===== config.mk =====
export PLATFORM = sky130hd
export DESIGN_NAME = turn_signal_ctrl
export DESIGN_NICKNAME = d
export VERILOG_FILES = /design/src/rtl/lights_pkg.sv /design/src/rtl/blink_timebase.sv /design/src/rtl/turn_signal_ctrl.sv
export SDC_FILE = /design/constraint.sdc
export NUM_CORES = 1
export LEC_CHECK = 0
export ABC_AREA = 1
export ABC_CLOCK_PERIOD_IN_PS = 2500
export BUFFER_PORTS_ARGS = -buffer_cell sky130_fd_sc_hd__buf_2
export CAP_MARGIN = 20
export CORE_MARGIN = 4
export CORE_UTILIZATION = 45
export DETAILED_ROUTE_END_ITERATION = 10
export GPL_ROUTABILITY_DRIVEN = 0
export GPL_TIMING_DRIVEN = 0
export PLACE_DENSITY = 0.58
export RECOVER_POWER = 25
export SYNTH_ARGS = -nofsm -noshare
export SYNTH_HDL_FRONTEND = slang
export SYNTH_SLANG_ARGS = --single-unit
export TNS_END_PERCENT = 10

===== constraint.sdc =====
create_clock -name clk -period 2.5 [get_ports clk]
set_input_delay 0.25 -clock clk [delete_from_list [all_inputs] [get_ports clk]]
set_output_delay 0.25 -clock clk [all_outputs]
set_load 0.005 [all_outputs]

===== src/rtl/lights_pkg.sv =====
// Shared definitions for the exterior lighting blocks: mode encoding and default timing.
package lights_pkg;

    localparam int unsigned MODE_W          = 3;
    localparam int unsigned BLINK_W         = 4;
    localparam int unsigned HALF_PERIOD_DEF = 25_000_000;
    localparam int unsigned TAP_TICKS_DEF   = 12_500_000;

    typedef enum logic [MODE_W-1:0] {
        M_IDLE   = 3'd0,
        M_LEFT   = 3'd1,
        M_RIGHT  = 3'd2,
        M_HAZARD = 3'd3,
        M_COMF_L = 3'd4,
        M_COMF_R = 3'd5
    } mode_e;

endpackage


===== src/rtl/blink_timebase.sv =====
// Half-period counter and lamp phase shared by every blinking mode.
module blink_timebase #(
    parameter int unsigned HALF_PERIOD = 4
) (
    input  logic clk,
    input  logic rst,
    input  logic run,
    input  logic restart,
    output logic phase,
    output logic toggle,
    output logic on_end
);

    localparam int unsigned CNT_W = $clog2(HALF_PERIOD);
    localparam logic [CNT_W-1:0] CNT_LAST = CNT_W'(HALF_PERIOD - 1);

    logic [CNT_W-1:0] cnt_q;
    logic             phase_q;

    // toggle/on_end look only at registered state so the FSM can use them without a loop
    assign toggle = run && (cnt_q == CNT_LAST);
    assign on_end = toggle && phase_q;
    assign phase  = phase_q;

    always_ff @(posedge clk) begin
        if (rst) begin
            cnt_q   <= '0;
            phase_q <= 1'b0;
        end else if (restart) begin
            cnt_q   <= '0;
            phase_q <= 1'b1;
        end else if (run) begin
            if (toggle) begin
                cnt_q   <= '0;
                phase_q <= ~phase_q;
            end else begin
                cnt_q   <= cnt_q + CNT_W'(1);
            end
        end else begin
            cnt_q   <= '0;
            phase_q <= 1'b0;
        end
    end

endmodule


===== src/rtl/turn_signal_ctrl.sv =====
// Turn indicator controller: steady, hazard and comfort (tap) blinking plus buzzer click.
module turn_signal_ctrl
    import lights_pkg::*;
#(
    parameter int unsigned HALF_PERIOD    = HALF_PERIOD_DEF,
    parameter int unsigned TAP_TICKS      = TAP_TICKS_DEF,
    parameter int unsigned COMFORT_BLINKS = 3
) (
    input  logic       clk,
    input  logic       rst,
    input  logic       lever_left,
    input  logic       lever_right,
    input  logic       sw_hazard,
    output logic       turn_left,
    output logic       turn_right,
    output logic       click,
    output logic [2:0] mode
);

    localparam int unsigned HOLD_W = $clog2(TAP_TICKS + 1);
    localparam logic [HOLD_W-1:0]  HOLD_MAX   = HOLD_W'(TAP_TICKS);
    localparam logic [BLINK_W-1:0] BLINK_LAST = BLINK_W'(COMFORT_BLINKS - 1);

    logic lev_l, lev_r;
    logic lev_l_q, lev_r_q;
    logic [HOLD_W-1:0]  hold_q, hold_d;
    logic [BLINK_W-1:0] blink_q, blink_d;
    mode_e mode_q, mode_d;
    logic turn_left_q, turn_right_q, click_q;
    logic run, restart, phase, toggle, on_end, lamp_phase;

    assign lev_l = lever_left & ~lever_right;
    assign lev_r = lever_right & ~lever_left;

    assign run        = (mode_q != M_IDLE);
    assign restart    = (mode_q == M_IDLE) && (mode_d != M_IDLE);
    assign lamp_phase = restart ? 1'b1 : (phase ^ toggle);

    blink_timebase #(.HALF_PERIOD(HALF_PERIOD)) u_timebase (
        .clk     (clk),
        .rst     (rst),
        .run     (run),
        .restart (restart),
        .phase   (phase),
        .toggle  (toggle),
        .on_end  (on_end)
    );

    // Lever hold length, used to tell a tap from a steady hold
    always_comb begin
        hold_d = hold_q;
        if ((lev_l && !lev_l_q) || (lev_r && !lev_r_q)) begin
            hold_d = '0;
        end else if ((lev_l || lev_r) && (hold_q != HOLD_MAX)) begin
            hold_d = hold_q + HOLD_W'(1);
        end
    end

    always_comb begin
        mode_d  = mode_q;
        blink_d = blink_q;
        if (sw_hazard) begin
            mode_d  = M_HAZARD;
            blink_d = '0;
        end else begin
            case (mode_q)
                M_IDLE: begin
                    if (lev_l)      mode_d = M_LEFT;
                    else if (lev_r) mode_d = M_RIGHT;
                end
                M_LEFT: begin
                    if (lev_l_q && !lev_l) begin
                        blink_d = '0;
                        mode_d  = (hold_q < HOLD_MAX) ? M_COMF_L : M_IDLE;
                    end else if (lev_r) begin
                        mode_d = M_RIGHT;
                    end else if (!lev_l) begin
                        mode_d = M_IDLE;
                    end
                end
                M_RIGHT: begin
                    if (lev_r_q && !lev_r) begin
                        blink_d = '0;
                        mode_d  = (hold_q < HOLD_MAX) ? M_COMF_R : M_IDLE;
                    end else if (lev_l) begin
                        mode_d = M_LEFT;
                    end else if (!lev_r) begin
                        mode_d = M_IDLE;
                    end
                end
                M_HAZARD: begin
                    blink_d = '0;
                    if (lev_l)      mode_d = M_LEFT;
                    else if (lev_r) mode_d = M_RIGHT;
                    else            mode_d = M_IDLE;
                end
                M_COMF_L, M_COMF_R: begin
                    // The ON half running at the tap is the first comfort blink
                    if (on_end && (blink_q == BLINK_LAST)) begin
                        mode_d  = M_IDLE;
                        blink_d = '0;
                    end else if (lev_l) begin
                        mode_d  = M_LEFT;
                        blink_d = '0;
                    end else if (lev_r) begin
                        mode_d  = M_RIGHT;
                        blink_d = '0;
                    end else if (on_end) begin
                        blink_d = blink_q + BLINK_W'(1);
                    end
                end
                default: begin
                    mode_d  = M_IDLE;
                    blink_d = '0;
                end
            endcase
        end
    end

    always_ff @(posedge clk) begin
        if (rst) begin
            mode_q       <= M_IDLE;
            blink_q      <= '0;
            hold_q       <= '0;
            lev_l_q      <= 1'b0;
            lev_r_q      <= 1'b0;
            turn_left_q  <= 1'b0;
            turn_right_q <= 1'b0;
            click_q      <= 1'b0;
        end else begin
            mode_q       <= mode_d;
            blink_q      <= blink_d;
            hold_q       <= hold_d;
            lev_l_q      <= lev_l;
            lev_r_q      <= lev_r;
            turn_left_q  <= lamp_phase && (mode_d == M_LEFT  || mode_d == M_COMF_L || mode_d == M_HAZARD);
            turn_right_q <= lamp_phase && (mode_d == M_RIGHT || mode_d == M_COMF_R || mode_d == M_HAZARD);
            click_q      <= restart || (toggle && (mode_d != M_IDLE));
        end
    end

    assign turn_left  = turn_left_q;
    assign turn_right = turn_right_q;
    assign click      = click_q;
    assign mode       = mode_q;

endmodule


======== Word level (Yosys, flattened, before mapping) ========
Cells that the tools add are included.
storage, ports and cells
  flip-flop bits (word level) ............. 62
  input port bits ......................... 5
  output and inout port bits .............. 6
  word-level logic and storage cells ...... 96
operators by class
  $add $sub $neg .......................... 3
  magnitude comparators ................... 1
  equal/unequal tests ..................... 17
  mux-type cells .......................... 26
  bitwise operators ....................... 8
  reduce and logical (&&, ||, !) cells .... 31
operators by type and width
  kind                                                                   number
  3-bit 2-to-1 mux                                                       12
  25-bit by 1-bit adder with 25-bit output, second input constant        1
  25-bit equality test, second input constant                            1
  24-bit by 1-bit adder with 24-bit output, second input constant        1
  24-bit < comparator, second input constant                             1
  4-bit 2-to-1 mux                                                       6
  24-bit inequality test, second input constant                          1
  4-bit case mux with 4 select lines                                     1
  3-bit case mux with 5 select lines                                     1
  3-bit by 2-bit equality test with 1-bit output, second input constant  4
  3-bit equality test, second input constant                             4
  1-bit logical AND                                                      12
  1-bit logical OR                                                       7
  3-bit by 1-bit equality test with 1-bit output, second input constant  2
  3-bit nonzero test                                                     2
  2-bit OR reduction                                                     3
  5-bit inequality test, second input constant                           1
  1-bit inverter                                                         5
  4-bit by 1-bit adder with 4-bit output, second input constant          1
  4-bit by 2-bit equality test with 1-bit output, second input constant  1
  1-bit zero test                                                        4
  1-bit 2-to-1 mux                                                       4
  2-bit 2-to-1 mux                                                       2
  2-bit inequality test, second input constant                           2
  other kinds (6)                                                        7

======== Depth between registers and ports, before layout ========
Gate-level depths: netlist of the first run.
  depth after elaboration ................. 11
  mapped depth ............................ 19
  mapped depth without buffers ............ 19

======== Modules after synthesis ========
A second synthesis of the first run with hierarchy kept.
unflattened totals
  cells, all modules ...................... 537
  area total of the unflattened synthesis .. 3,609.7 µm²
by module, submodules not included
  module            instances  cells each  area each (µm²)  seq. area each (µm²)
  turn_signal_ctrl  1          321         2,185.8          720.7
  blink_timebase    1          216         1,423.9          520.5

======== Worst setup path after synthesis of the first run ========
Ideal clock, no wire load.
  kind .................................... register to register
  start ................................... register u_timebase.cnt_q[12]
  end ..................................... register turn_left_q, in the netlist turn_left
  library setup time ...................... 0.114 ns
  arrival time ............................ 2.068 ns
  data required time ...................... 2.386 ns
  path slack .............................. 0.318 ns
  stages on the path, launching flop included .. 17
  buffers on the path ..................... 0
  period minus slack after synthesis ...... 2.182 ns
  path through ............................ dfxtp_1 > nand2_1 > nor2_1 > inv_1 > nor3_1 > nand3_1 > inv_1 > ha_1 > nand4_1 > a21oi_1 > nand2_1 > nand2_1 > nand3_1 > nor2_4 > nand2_2 > a21oi_2 > nor2_1
between the ends
  longest elaborated chain between the ends .. 11
  elaborated cells between the ends (all ways) .. 17
  classes of those cells .................. 4 x eq/ne; 4 x mux; 1 x bitwise; 8 x reduce/logical
RTL lines
  element                                                line                                             text
  start: declaration                                     blink_timebase.sv:17                             logic [CNT_W-1:0] cnt_q;
  start signal: assignment                               blink_timebase.sv:37                             cnt_q <= cnt_q + CNT_W'(1);
  25-bit equality test *                                 blink_timebase.sv:21                             assign toggle = run && (cnt_q == CNT_LAST);
  1-bit logical AND *                                    blink_timebase.sv:21
  1-bit logical AND                                      blink_timebase.sv:22                             assign on_end = toggle && phase_q;
  1-bit logical AND                                      turn_signal_ctrl.sv:99                           if (on_end && (blink_q == BLINK_LAST)) begin
  3-bit 2-to-1 mux                                       turn_signal_ctrl.sv:99
  3-bit case mux with 5 select lines                     turn_signal_ctrl.sv:66                           case (mode_q)
  3-bit 2-to-1 mux                                       turn_signal_ctrl.sv:62                           if (sw_hazard) begin
  3-bit nonzero test, or another cell as far along       turn_signal_ctrl.sv:36                           assign restart = (mode_q == M_IDLE) && (mode_d != M_IDLE);
  1-bit logical AND or 1-bit logical OR (tied branches)  turn_signal_ctrl.sv:36, turn_signal_ctrl.sv:136
  1-bit 2-to-1 mux or 1-bit logical OR (tied branches)   turn_signal_ctrl.sv:37, turn_signal_ctrl.sv:136
  1-bit logical AND *                                    turn_signal_ctrl.sv:136                          turn_left_q <= lamp_phase && (mode_d == M_LEFT || mode_d == M_COMF_L || mode_d == M_HAZARD);
  end signal: assignment                                 turn_signal_ctrl.sv:136
  end: declaration                                       turn_signal_ctrl.sv:29                           logic turn_left_q, turn_right_q, click_q;
Every way passes the cells marked *; elsewhere a longest branch is shown, timed or not.
A chain may end at the register's enable or synchronous reset.

======== Worst setup path after layout of the first run ========
  start ................................... register u_timebase.cnt_q[20]
  end ..................................... register turn_right_q, in the netlist turn_right
between the ends
  longest elaborated chain between the ends .. 11
  elaborated cells between the ends (all ways) .. 17
  classes of those cells .................. 4 x eq/ne; 4 x mux; 1 x bitwise; 8 x reduce/logical
RTL lines
  element                                                line                                             text
  25-bit equality test *                                 blink_timebase.sv:21
  1-bit logical AND *                                    blink_timebase.sv:21
  1-bit logical AND                                      blink_timebase.sv:22
  1-bit logical AND                                      turn_signal_ctrl.sv:99
  3-bit 2-to-1 mux                                       turn_signal_ctrl.sv:99
  3-bit case mux with 5 select lines                     turn_signal_ctrl.sv:66
  3-bit 2-to-1 mux                                       turn_signal_ctrl.sv:62
  3-bit nonzero test, or another cell as far along       turn_signal_ctrl.sv:36
  1-bit logical AND or 1-bit logical OR (tied branches)  turn_signal_ctrl.sv:36, turn_signal_ctrl.sv:137
  1-bit 2-to-1 mux or 1-bit logical OR (tied branches)   turn_signal_ctrl.sv:37, turn_signal_ctrl.sv:137
  1-bit logical AND *                                    turn_signal_ctrl.sv:137                          turn_right_q <= lamp_phase && (mode_d == M_RIGHT || mode_d == M_COMF_R || mode_d == M_HAZARD);
  end signal: assignment                                 turn_signal_ctrl.sv:137
  end: declaration                                       turn_signal_ctrl.sv:29
Marked as above.

==> metrics, run 1 <==
status finished, final reports clean; FMAX 436 MHz; Critical Path RT 2740 ps; Logic pwr share 0.088; Clock Latency Late Sink 350 ps; via/cell ratio 4.93; DIE AREA 9400 µm²; DR iter-0 viols 135; Slew Viols, Final 0; Hold Worst Slack 165 ps; Vias 3168; total grt overflow 0; RSZ-0062 raised after global routing yes; die extent in y 97.0 µm; worst hold path type input port to flop; Synth Net Count 522; IO Port Bufs 10; CP Max Fanout 4; clk buf depth 2; GRT Total Usage 0.167; measured slew at the worst slew-check pin 578 ps; Synthesis Warnings 0; Sink Count 62; switching share of power 0.276; P_int 1440 µW; first-pass GRT wire length 13000 µm; layout cells sized above 1 0.194; Clock transition at path regs 80 ps; fillers 773; initial antenna violation count 0; syn avg cell area 7.01 µm²; worst setup path class flop to flop; FF+latch count, synth 62; First-pass DRT Iterations 4; final hold vios 0; diode count 0; Worst setup EP type flop; CTS Buf Count 9; Seq/Total Area, Yosys 0.349; Top FF cell, synth dfxtp_1; leak pwr 0.00154 µW; most frequent cells in the layout nand2_1 (105), nor2_1 (73), inv_1 (68); clock skew 8.66 ps; Slew headroom 0.614; Root Buffer clkbuf_8; vias in the first global route 2962; asr flop ratio synth 0; Mapped Area 3560 µm²; PwrDens 495 nW/µm²; largest net degree at the start of global routing 12; Die Wd 97.0 µm; number of synthesized flops with an enable pin 0; Reg power frac 0.509; hold buffers post-CTS 0; Setup violations, final 0; DRC 0; Final Critical Period 2290 ps; crit share post-route 0.917; commonest non-fill, non-tap cell in the layout nand2_1; switching pwr 548 µW; worst ir drop on vdd 226 µV; Max Cap Viol 0; wire per inst 11.5 µm; Mapped Cells 508; clock network power share 0.403; Setup crit start kind flop; row cnt 32; H-tree levels 3; Final nets 549; final setup TNS 0 ps; crit path DAT 2540 ps; Distinct cells, synth 42; Core Box Area 7730 µm²; starting density of the core 0.461; I/O pin count 11; hpwl dp 5610 µm; final wirelength 7410 µm; CTS tree built; synthesis-to-finish area growth 12.9%; Final ANT Viol Nets 0; Final Total Pwr 1990 µW
## stage by stage
step | instances | cell area [µm²] | worst slack (ps) | util
detailed placement | 620 | 3740 | -73.5 | 0.484
global placement | 620 | 3740 | -101 | 0.484
floorplan | 508 | 3560 | 318 | -
finish | 642 | 4020 | 209 | 0.520
global route | 642 | 4020 | -56.0 | 0.520
CTS | 636 | 3920 | 10.3 | 0.507
## flip-flops by register name (all words and copies together), names as in the netlist
| name | cells |
|---|---|
| turn_left | 1 |
| click | 1 |
| hold_q | 24 |
| lev_l_q | 1 |
| u_timebase.phase | 1 |
| mode | 3 |
| blink_q | 4 |
| turn_right | 1 |
| u_timebase.cnt_q | 25 |
| lev_r_q | 1 |
## critical path, stage by stage, from the launching register on
cell and delay, ps:
dfxtp_2 360, nand2_2 70, inv_2 50, nand2_1 40
nand3b_1 200, nor3_4 200, nand3_1 110, inv_2 80
ha_4 140, nand4_1 120, a21oi_2 180, nand2_1 70
nand2_1 70, nand3_2 90, nor2_4 120, nand2_2 70
a21oi_2 160, nor2_1 60
## power by group through the flow
stage	Combinational, µW	Clock [µW]	Sequential (µW)
after floorplan	129	0	1040
after global placement	176	0	1040
after detailed placement	177	0	1040
after CTS	178	825	1010
after global routing	199	871	1010
final	175	802	1010
## cells by family after synthesis
kind of cell / synth area share
buffers and inverters: 0.0977
XOR/XNOR: 0.0344
AO/OA/AOI/OAI: 0.0868
AND/OR/NAND/NOR: 0.401
adder cells (fa/ha/maj): 0.0316
flip-flops: 0.349
## worst paths after layout
path | from | endpoint | slack, ps | cells after the start
min | rst | u_timebase.phase | 160 | 2
max | u_timebase.cnt_q[20] | turn_right | 210 | 17
max reg2reg | u_timebase.cnt_q[20] | turn_right | 210 | 17
min reg2reg | u_timebase.cnt_q[0] | u_timebase.cnt_q[0] | 420 | 1
## Yosys cell counts, types with 2 or more instances
| cell | instances | share of area |
|---|---|---|
| nor2_1 | 74 | 0.078 |
| nand2_2 | 4 | 0.0070 |
| buf_6 | 3 | 0.0095 |
| a21oi_1 | 24 | 0.034 |
| o21ai_0 | 12 | 0.017 |
| ha_1 | 9 | 0.032 |
| nor3_1 | 19 | 0.027 |
| nand3b_1 | 2 | 0.0042 |
| nor3_4 | 3 | 0.014 |
| or2_2 | 5 | 0.0088 |
| nand3_2 | 3 | 0.0084 |
| inv_2 | 10 | 0.011 |
| nor2_4 | 5 | 0.016 |
| a21oi_2 | 3 | 0.0074 |
| o21a_1 | 4 | 0.0084 |
| xnor2_1 | 5 | 0.012 |
| dfxtp_1 | 62 | 0.35 |
| buf_2 | 2 | 0.0028 |
| nand2_4 | 2 | 0.0063 |
| nor3b_1 | 5 | 0.011 |
| inv_1 | 70 | 0.074 |
| nor3_2 | 3 | 0.0084 |
| and3_1 | 2 | 0.0035 |
| nand3_1 | 26 | 0.037 |
| nor2_2 | 6 | 0.011 |
| nand2_1 | 105 | 0.11 |
| xor2_1 | 9 | 0.022 |
| nor4_1 | 2 | 0.0035 |
| nand4_1 | 14 | 0.025 |
| nor3b_2 | 3 | 0.011 |
## cell type report
cell class	instances	area (µm²)	area share
Buffer	6	40.0	0.00996
Tap cell	102	128	0.0317
Timing Repair Buffer	16	91.3	0.0227
Sequential cell	62	1260	0.314
Multi-Input combinational cell	360	2020	0.503
Inverter	80	300	0.0747
Clock buffer	10	138	0.0342
Clock inverter	6	37.5	0.00934
## timing repair
action,4_1_cts,5_1_grt
setup buffers,0,6
setup endpoints to repair,4,6
endpoints found under the hold margin,0,0
pin swaps,0,12
gates resized for setup,2,27
## routing by layer
layer | part of all wire | vias up | wire (µm) | track usage
met2 | 0.47 | 54 | 3450 | 0.272
met5 | 0 | - | 0 | 0
met3 | 0.031 | 16 | 228 | 0.0433
li1 | - | 1685 | - | -
met4 | 0.016 | 0 | 119 | 0.0659
met1 | 0.49 | 1413 | 3620 | 0.209
(Power assumes the default switching activity.)
==> inputs of run 2 (changes only) <==
- CORE_ASPECT_RATIO: not set -> 1.25
==> metrics, run 2 (synthesis gave the netlist of run 1 again) <==
status finished, final reports clean; final hold vios 0 (unchanged); Slew Viols, Final 0 (unchanged); Setup crit start kind flop; Hold Startpoint rst; layout cells sized above 1 0.179 (-0.0150); Core Box Area 7750 µm² (+0.26%); Worst setup EP type flop; Final Non-Filler Cells 630 (-1.9%); initial antenna violation count 0 (unchanged); largest registers u_timebase.cnt_q x25, hold_q x24, blink_q x4; diode count 0 (unchanged); Max Cap Viol 0 (unchanged); Setup violations, final 0 (unchanged); CP Max Fanout 3 (-1); vias in the first global route 3081 (+4.0%); first-pass GRT wire length 13100 µm (+0.58%); critical-path cell list nand2_2, inv_2, nand2_1, nand3b_1, nor3_2, nand3_1, inv_2, ha_4, nand4_1, a21oi_2, nand2_1, nand2_1, nand3_2, nor2_4, nand2_4, a21oi_4, nor2_1; synthesis-to-finish area growth 11.7%; clock skew 6.29 ps (-2.37 ps); Die Wd 87.6 µm (-9.7%); Root Buffer clkbuf_8; I/O pin count 11 (unchanged); DR iter-0 viols 97 (-28%); CTS tree built; Top reg by flops u_timebase.cnt_q; final wirelength 7500 µm (+1.2%); DRC 0 (unchanged); Clock Latency Late Sink 340 ps (about the same); slack of the critical path 205 ps (-3.53 ps); commonest non-fill, non-tap cell in the layout nand2_1; wire per inst 11.9 µm (+3.1%); fillers 800 (+3.5%); number of flip-flops under the largest register name 25 (unchanged); RSZ-0062 raised after global routing yes; Worst Hold End u_timebase.phase; Sink Count 62 (unchanged); total grt overflow 0 (unchanged); dpl ws -135 ps (-61.1 ps); most frequent cells in the layout nand2_1 (106), nor2_1 (73), inv_1 (66); reg2reg setup slack 210 ps (about the same); Final Total Pwr 1990 µW (about the same); worst setup path class flop to flop; leak pwr 0.00151 µW (-1.4%); FMAX 436 MHz (-0.15%); Final Critical Period 2290 ps (+3.53 ps); Final nets 546 (-0.55%); Cells after DPL 613 (-1.1%); Final ANT Viol Nets 0 (unchanged); multi-input logic area 2030 µm² (+0.19%); Design Area, Final 3980 µm² (-1.0%); crit share post-route 0.918 (+0.00141); CTS Buf Count 9 (unchanged); PwrDens 499 nW/µm² (+0.94%); IO Port Bufs 10 (unchanged); crit path DAT 2530 ps (about the same); worst ir drop on vdd 389 µV (+72%); CP peak stage delay 350 ps (about the same); worst hold stages 2 (unchanged); measured slew at the worst slew-check pin 637 ps (+59.2 ps); worst hold path type input port to flop; largest net degree at the start of global routing 11 (-1); hold buffers post-CTS 0 (unchanged); cells on worst reg2reg path 17 (unchanged); Vias 3172 (+0.13%); reg2reg start u_timebase.cnt_q[19]; H-tree levels 3 (unchanged); Worst path slowest cell dfxtp_2; GRT Total Usage 0.177 (+0.0105); Slew headroom 0.575 (-0.0394); Clock transition at path regs 60 ps (-20 ps); r2r endpoint turn_left; clk buf depth 2 (unchanged); dpl cell area 3730 µm² (-0.23%); via/cell ratio 5.03 (+2.0%); hpwl dp 5780 µm (+3.0%); die extent in y 107 µm (+11%); starting density of the core 0.460 (-0.00119); row cnt 36 (+13%); Util after Layout 0.514 (-0.00667); First-pass DRT Iterations 4 (unchanged); DIE AREA 9410 µm² (about the same); register area 1260 µm² (-0.59%); CP dominant cell by count nand2_1; Critical Path RT 2740 ps (about the same)
run 2: cell count changes in the layout (fill, tap and decap cells not counted), moves of 2 or more:
cell        change
buf_2           -4
buf_4           -3
clkbuf_1        +5
clkbuf_8        +2
clkinv_2        -2
clkinvlp_4      -3
dfxtp_2         +3
dfxtp_4         -3
inv_1           -2
inv_2           +2
run 2: what timing repair did:
action / in CTS / in global routing
resized for setup: 5 / 23
gates cloned: 0 / 0
pin swaps: 0 / 13
setup endpoints to repair: 4 / 6
buffers inserted: 0 / 3
run 2: area by class of cell:
cell class / count / area share
Buffer: 6 / 0.00943
Clock buffer: 13 / 0.0425
Clock inverter: 1 / 0.00126
Inverter: 80 / 0.0755
Multi-Input combinational cell: 360 / 0.509
Sequential cell: 62 / 0.316
Tap cell: 95 / 0.0299
Timing Repair Buffer: 13 / 0.0167
run 2: worst max-delay path by stage:
stage	start	to	slack, ps	cells past startpoint
2_1_floorplan	u_timebase.cnt_q[12]	turn_left	320	16
5_1_grt	u_timebase.cnt_q[12]	turn_left	-30	16
3_3_place_gp	u_timebase.cnt_q[12]	turn_right	-100	16
4_1_cts	u_timebase.cnt_q[0]	turn_left	7	17
3_5_place_dp	u_timebase.cnt_q[12]	turn_left	-130	16
6_report	u_timebase.cnt_q[19]	turn_left	210	17
run 2: per-stage QoR:
step                hold slack [ps]  TNS [ps]
global route                    172     -48.2
detailed placement              432      -330
floorplan                       319         0
finish                          173         0
global placement                427      -223
CTS                             160         0
run 2: layer usage:
layer,share of wire,GRT usage
met5,0,0
met4,0.035,0.110
met3,0.021,0.0253
met2,0.50,0.304
met1,0.45,0.203
run 2: worst max-delay path, delay by kind of cell (launching register included):
kind | cells | cell delay [ps]
buf+inv | 2 | 140
simple gates | 12 | 1210
compound gates | 2 | 350
flops | 1 | 350
fa+ha+maj | 1 | 140
run 2: power by group:
part           internal, µW  switching (µW)  total, µW
Sequential             1000            12.2       1020
Combinational          58.9             120        179
Clock                   429             363        792
Total                  1490             495       1990
==> inputs of run 3 (changes only) <==
- CORE_MARGIN: 4 -> not set
==> metrics, run 3 (synthesis gave the netlist of run 1 again) <==
status finished, final reports clean; layout cells sized above 1 0.195 (+0.0154); Final Critical Period 2380 ps (+82.3 ps); DR iter-0 viols 96 (-1.0%); CTS Buf Count 9 (unchanged); diode count 0 (unchanged); crit path DAT 2630 ps (+100 ps); H-tree levels 3 (unchanged); first-pass GRT wire length 12900 µm (-1.5%); Core Box Area 7530 µm² (-2.8%); row cnt 35 (-2.8%); slack of the critical path 123 ps (-82.3 ps); Clock Latency Late Sink 360 ps (+20 ps); Max Cap Viol 0 (unchanged); largest registers u_timebase.cnt_q x25, hold_q x24, blink_q x4; Top delay family on crit path simple AND/OR/NAND/NOR gates; initial antenna violation count 0 (unchanged); worst setup path class flop to flop; Die Wd 81.6 µm (-6.9%); final setup TNS 0 ps (unchanged); CP Max Fanout 3 (unchanged); Crit. path cell count 17 (unchanged); Root Buffer clkbuf_8; final hold vios 0 (unchanged); Final ANT Viol Nets 0 (unchanged); worst hold path type input port to flop; cells on worst reg2reg path 17 (unchanged); final wirelength 7800 µm (+4.0%); synthesis-to-finish area growth 13.5%; Buf/Inv on CP 2 (unchanged); FMAX 421 MHz (-3.5%); leak pwr 0.00154 µW (+1.7%); IO Port Bufs 10 (unchanged); measured slew at the worst slew-check pin 435 ps (-202 ps); worst ir drop on vdd 324 µV (-17%); Hold Worst Slack 157 ps (-15.8 ps); Critical Path RT 2760 ps (+20 ps); hold buffers post-CTS 0 (unchanged); Slew headroom 0.709 (+0.134); Setup crit start kind flop; die extent in y 101 µm (-5.6%); Top reg by flops u_timebase.cnt_q; Vias 3162 (-0.32%); clock skew 10.0 ps (+3.75 ps); commonest non-fill, non-tap cell in the layout nand2_1; clk buf depth 2 (unchanged); Clock transition at path regs 70 ps (about the same); worst hold stages 2 (unchanged); CTS tree built; total grt overflow 0 (unchanged); most frequent cells in the layout nand2_1 (103), nor2_1 (73), inv_1 (68); largest net degree at the start of global routing 12 (+1); RSZ-0062 raised after global routing yes; Sink Count 62 (unchanged); Worst setup EP type flop; Final Total Pwr 2070 µW (+4.4%); PwrDens 513 nW/µm² (+2.8%); DRC 0 (unchanged); hpwl dp 5810 µm (+0.59%); Worst path slowest cell dfxtp_2; DIE AREA 8280 µm² (-12%); Slew Viols, Final 0 (unchanged); Util after Layout 0.536 (+0.0228); Final nets 548 (+0.37%); I/O pin count 11 (unchanged); CP dominant cell by count nand2_2; First-pass DRT Iterations 4 (unchanged); starting density of the core 0.473 (+0.0131); CP peak stage delay 370 ps (+20 ps); GRT Total Usage 0.208 (+0.0306); wire per inst 12.4 µm (+3.8%); critical-path cell list nand2_2, inv_2, nand2_1, nand3b_1, nor3_4, nand3_2, inv_2, ha_4, nand4_1, a21oi_2, nand2_1, nand2_2, nand3_4, nor2_4, nand2_2, a21oi_2, nor2_1; crit share post-route 0.951 (+0.0329); dpl ws -128 ps (+6.75 ps); vias in the first global route 3014 (-2.2%); Setup violations, final 0 (unchanged); via/cell ratio 5.01 (-0.47%); number of flip-flops under the largest register name 25 (unchanged)
==> run 3: cell count changes in the layout (fill, tap and decap cells not counted), moves of 3 or more <==
cell      delta
clkinv_2     +3
nand2_1      -3
buf_2        +3
nand2_2      +3
clkbuf_8     -3
clkbuf_1     -5
==> run 3: through the flow <==
stage,cell area (µm²),std cells
floorplan,3560,508
global placement,3730,610
detailed placement,3730,610
CTS,3930,626
global route,4040,631
finish,4040,631
==> run 3: final timing paths <==
kind                        start  slack (ps)             endpoint
max reg2reg  u_timebase.cnt_q[19]         120           turn_right
min                           rst         160     u_timebase.phase
min reg2reg   u_timebase.cnt_q[0]         450  u_timebase.cnt_q[0]
max          u_timebase.cnt_q[19]         120           turn_right
==> run 3: timing repair <==
action,CTS,global route
pin swaps,0,9
buffers inserted,0,5
gates resized for setup,6,21
endpoints found under the setup margin,4,6
gates cloned,0,0
==> run 3: area by class of cell <==
class                      instances  area [µm²]
clock inverter                     7        65.1
sequential                        62        1250
timing repair buffer              15        82.6
tap                               92         115
multi-input combinational        360        2050
buffer                             6        47.5
fill                             785        3490
clock buffer                       9         124
inverter                          80         300
==> run 3: power breakdown <==
part           leakage, µW  internal, µW  switching [µW]
sequential        0.000506          1000            13.9
combinational     0.000940          62.3             121
clock            0.0000948           452             421
total              0.00154          1520             555
==> run 3: routing by layer <==
metal  share of wire  GRT usage
met2            0.52      0.377
met4           0.017     0.0975
met5               0          0
met1            0.44      0.222
met3           0.023     0.0486
